### config.mk
export PLATFORM = sky130hd
export DESIGN_NAME = sw_debounce
export DESIGN_NICKNAME = d
export VERILOG_FILES = /design/src/rtl/sw_debounce.sv
export SDC_FILE = /design/constraint.sdc
export NUM_CORES = 1
export LEC_CHECK = 0
export ABC_CLOCK_PERIOD_IN_PS = 2050
export BUFFER_PORTS_ARGS = -buffer_cell sky130_fd_sc_hd__buf_4
export CAP_MARGIN = 10
export CORE_MARGIN = 2
export CORE_UTILIZATION = 45
export CTS_CLUSTER_DIAMETER = 120
export DETAILED_ROUTE_END_ITERATION = 16
export GPL_TIMING_DRIVEN = 0
export PLACE_DENSITY = 0.75
export SETUP_SLACK_MARGIN = 0.15
export SYNTH_ARGS = -nofsm -noshare
export SYNTH_HDL_FRONTEND = slang
export SYNTH_SLANG_ARGS = --single-unit
### constraint.sdc
create_clock -name clk -period 2.05 [get_ports clk]
set_input_delay 0.41 -clock clk [delete_from_list [all_inputs] [get_ports clk]]
set_output_delay 0.41 -clock clk [all_outputs]
set_load 0.1 [all_outputs]
### src/rtl/sw_debounce.sv
// Two-flop synchroniser plus independent per-bit debounce counters for the board slide switches.
// Produces a stable switch word, registered rise/fall/change pulses and an LED copy of the stable word.
module sw_debounce #(
    parameter int WIDTH           = 16,
    parameter int DEBOUNCE_CYCLES = 1000000
) (
    input  logic             clk,
    input  logic             rst,
    input  logic [WIDTH-1:0] sw,
    output logic [WIDTH-1:0] sw_stable,
    output logic [WIDTH-1:0] sw_rise,
    output logic [WIDTH-1:0] sw_fall,
    output logic             sw_changed,
    output logic [WIDTH-1:0] led
);

    localparam int CW = ($clog2(DEBOUNCE_CYCLES + 1) > 1) ? $clog2(DEBOUNCE_CYCLES + 1) : 1;
    localparam logic [CW-1:0] CNT_TERMINAL = CW'(DEBOUNCE_CYCLES - 1);
    localparam logic [CW-1:0] CNT_ONE      = CW'(1);

    logic [WIDTH-1:0] sync1;
    logic [WIDTH-1:0] sync2;
    logic [CW-1:0]    cnt      [WIDTH];
    logic [CW-1:0]    cnt_nxt  [WIDTH];
    logic [WIDTH-1:0] stable_nxt;
    logic [WIDTH-1:0] rise_nxt;
    logic [WIDTH-1:0] fall_nxt;

    // A bit's counter only runs while the synchronised level disagrees with the accepted level,
    // so any agreement (a bounce back) restarts qualification from zero.
    always_comb begin
        stable_nxt = sw_stable;
        rise_nxt   = '0;
        fall_nxt   = '0;
        for (int i = 0; i < WIDTH; i++) begin
            cnt_nxt[i] = '0;
            if (sync2[i] != sw_stable[i]) begin
                if (cnt[i] == CNT_TERMINAL) begin
                    stable_nxt[i] = sync2[i];
                    rise_nxt[i]   = sync2[i];
                    fall_nxt[i]   = ~sync2[i];
                end else begin
                    cnt_nxt[i] = cnt[i] + CNT_ONE;
                end
            end
        end
    end

    always_ff @(posedge clk) begin
        if (rst) begin
            sync1      <= '0;
            sync2      <= '0;
            sw_stable  <= '0;
            sw_rise    <= '0;
            sw_fall    <= '0;
            sw_changed <= 1'b0;
            for (int i = 0; i < WIDTH; i++) begin
                cnt[i] <= '0;
            end
        end else begin
            sync1      <= sw;
            sync2      <= sync1;
            sw_stable  <= stable_nxt;
            sw_rise    <= rise_nxt;
            sw_fall    <= fall_nxt;
            sw_changed <= |(rise_nxt | fall_nxt);
            for (int i = 0; i < WIDTH; i++) begin
                cnt[i] <= cnt_nxt[i];
            end
        end
    end

    assign led = sw_stable;

endmodule

==> results.py <==
metrics = {
    "finish": {
        "post-route-util": 0.580,
        "diodes": 0,
        "drive_gt1_frac": 0.239,
        "stdcell_count": 2546,
        "layout.nets": 2083,
        "postLayoutCellArea_sq_um": 21200,
        "area_growth_pct": 27.1,
    },
    "critical_path": {
        "worstSetupPathType": "register to register",
        "r2r_start": "cnt[0][106]$_SDFF_PP0_",
        "ff2ff_path_depth": 7,
        "reg2reg_to": "cnt[0][112]$_SDFF_PP0_",
        "path_max_fanout": 6,
        "cp.arrival_ns": 2.64,
        "critPathLaunch": "cnt[0][106]$_SDFF_PP0_",
        "ff2ff_setup_slack_ns": -0.16,
        "critPathCaptureType": "register",
        "critical_path_required_ns": 2.48,
        "cp-start-kind": "register",
    },
    "cts": {
        "insertion_delay_ns": 0.54,
        "clockBufferDepth": 3,
        "cts_buffers": 42,
        "cts_tree": "built",
        "cts-root-buf": "clkbuf_16",
        "cts.htree.levels": 2,
        "clk_pin_slew_ns": 0.06,
        "cts.hold.buffers_added": 0,
        "clock-sinks": 401,
    },
    "detailed_routing": {
        "drt_iter0_markers": 752,
        "detail-route-antenna-nets": 0,
        "wl_per_cell_um": 15.0,
        "dr.pass1.iters": 6,
        "vias": 13368,
        "drc": 0,
        "viasPerCell": 5.25,
        "wirelength_mm": 38.1,
    },
    "power_and_ir_drop": {
        "p_sw_frac": 0.208,
        "p_clk_frac": 0.472,
        "internal_power_w": 0.0122,
        "power_frac_comb": 0.020,
        "power.density_nw_per_um2": 728,
        "switchingPower_w": 0.00322,
        "peakVddDrop_mv": 0.546,
        "p_leak_nw": 6.99,
        "p_total_w": 0.0155,
        "pwr-share-seq": 0.508,
    },
    "run": {
        "maxCapViolations": 0,
    },
    "placement": {
        "gp_congestion": 0.845,
        "dp_hpwl_mm": 24.0,
        "port_buffers": 82,
        "place_area_sq_um": 18000,
        "dp.cells": 2405,
    },
    "synth": {
        "syn-instance-count": 1855,
        "synth_common_cells": "401 x dfxtp_1, 395 x nor2_1, 188 x xnor2_1",
        "async_flop_share": 0,
        "seq_area_frac_synth": 0.481,
        "ys_ff_latch": 401,
        "synthDistinctLibCells": 49,
        "synth_top_area_share": 0.481,
        "yosys_warnings": 0,
        "synth_top_area_cell": "dfxtp_1",
        "synth-edff-count": 0,
        "syn_avg_cell_area_sq_um": 9.00,
        "synthesis.area_sq_um": 16700,
        "ys.flop_type": "dfxtp_1",
        "synth_nets": 1889,
        "yosysMostFrequentCell": "dfxtp_1",
        "synth.area.top_cells": "dfxtp_1 48%, xnor2_1 9.9%, nor2_1 8.9%, xor2_1 5.9%, nand3_1 3.0%",
    },
    "timing": {
        "rsz0062_at_grt": "true",
        "drv_slew": 0,
        "period_minus_slack_ns": 2.21,
        "totalNegativeSetupSlack_ns": -3.67,
        "skew_ns": 0.0108,
        "worstMarginPinSlew_ns": 0.906,
        "hold_violations": 0,
        "layout_setup_ws_ns": -0.158,
        "max_freq_ghz": 0.453,
        "final.period_utilization": 1.08,
        "setup_viol": 42,
        "slew_headroom": 0.390,
    },
    "floorplanning": {
        "dieArea_sq_um": 38700,
        "die_height_um": 197,
        "die_width_um": 197,
        "coreArea_sq_um": 36600,
        "io_pins": 83,
        "start_util": 0.456,
        "rows": 70,
    },
    "grt": {
        "grt_overflow": 0,
        "first_global_vias": 12641,
        "groute.usage.overall": 0.186,
        "antenna_found_initial": 0,
        "grt_pass1_wl_mm": 60.3,
        "grt_max_degree": 14,
    },
    "run_status": {
        "status": "complete, but fails checks",
        "violations": "setup timing",
    },
    "hold_path": {
        "worstHoldStart": "sw[12]",
        "holdPathStages": 2,
        "worstHoldEndpoint": "sync1[12]$_SDFF_PP0_",
        "hold_path.class": "input port to register",
    },
}
registers in the layout, summed over array words and instances, names as in the netlist:
| signal | cells |
|---|---|
| cnt | 320 |
| led | 16 |
| sw_fall | 16 |
| sw_rise | 16 |
| sync1 | 16 |
| sync2 | 16 |
| sw_changed | 1 |
critical path, stage by stage, from the launching register on:
cell       delay [ns]
dfxtp_1          0.36
or4b_1           0.48
or4_4            0.57
or2_1            0.24
buf_6            0.15
nand2_8          0.09
clkbuf_16        0.16
nor2_2           0.04
layer usage:
layer	global-route usage	wire, um
met4	0.0551	1070
met3	0.0327	1760
met1	0.245	17000
met2	0.314	18200
met5	0	0
power groups by stage:
| stage | logic [W] | registers [W] | clock network [W] |
|---|---|---|---|
| after CTS | 0.000261 | 0.00786 | 0.00742 |
| after detailed placement | 0.000213 | 0.00803 | 0 |
| final | 0.000311 | 0.00786 | 0.00730 |
| after global routing | 0.000332 | 0.00786 | 0.00778 |
| after floorplan | 0.000124 | 0.00802 | 0 |
| after global placement | 0.000211 | 0.00803 | 0 |
stage by stage:
step,hold WS (ns),setup slack [ns]
after floorplan,0.407,0.0148
after global placement,0.417,-0.761
after detailed placement,0.422,-0.819
after CTS,0.0625,-0.131
after global routing,0.0787,-0.184
final,0.0756,-0.158
logic make-up after synthesis:
kind of cell               share of synthesized area
and+or+nand+nor                                0.307
DFF                                            0.481
xor gates and xnor gates                       0.158
buffers and inverters                         0.0294
AOI/OAI and AO/OA                            0.00569
adders and majority gates                     0.0120
muxes                                        0.00719
worst max path at each step:
| stage | endpoint | slack (ns) | cells after the start |
|---|---|---|---|
| 3_3_place_gp | sw_rise[4]$_SDFF_PP0_ | -0.76 | 5 |
| 2_1_floorplan | cnt[0][113]$_SDFF_PP0_ | 0.01 | 7 |
| 4_1_cts | sw_rise[5]$_SDFF_PP0_ | -0.13 | 5 |
| 3_5_place_dp | sw_rise[4]$_SDFF_PP0_ | -0.82 | 5 |
| 6_report | cnt[0][112]$_SDFF_PP0_ | -0.16 | 7 |
| 5_1_grt | cnt[0][115]$_SDFF_PP0_ | -0.18 | 7 |
layout by cell type, fill, tap and decap left out, types with 23 or more instances in the layout:
cell type  count
clkbuf_16     48
nand3_1       97
inv_1         40
xor2_1       113
dfxtp_1      349
nor2b_1       37
nor2_2        40
buf_4        147
nor2_4        30
nor2_1       325
nor3_1        66
nand4_1       58
nor4b_1       23
xnor2_1      188
dfxtp_2       44
and3_1        49
nand2_1       98
final cells by class:
| class | count | area (sq um) |
|---|---|---|
| Fill cell | 2957 | 15400 |
| Timing Repair Buffer | 150 | 1320 |
| Sequential cell | 401 | 8110 |
| Tap cell | 468 | 586 |
| Inverter | 40 | 150 |
| Buffer | 63 | 544 |
| Clock buffer | 59 | 1230 |
| Clock inverter | 14 | 105 |
| Multi-Input combinational cell | 1351 | 9190 |
repair_timing:
action / CTS / global route
gates resized for setup: 162 / 187
endpoints found under the hold margin: 0 / 0
endpoints found under the setup margin: 336 / 310
cloned: 4 / 4
buffers inserted: 34 / 26
pin swaps: 51 / 49
(Power assumes the default switching activity.)
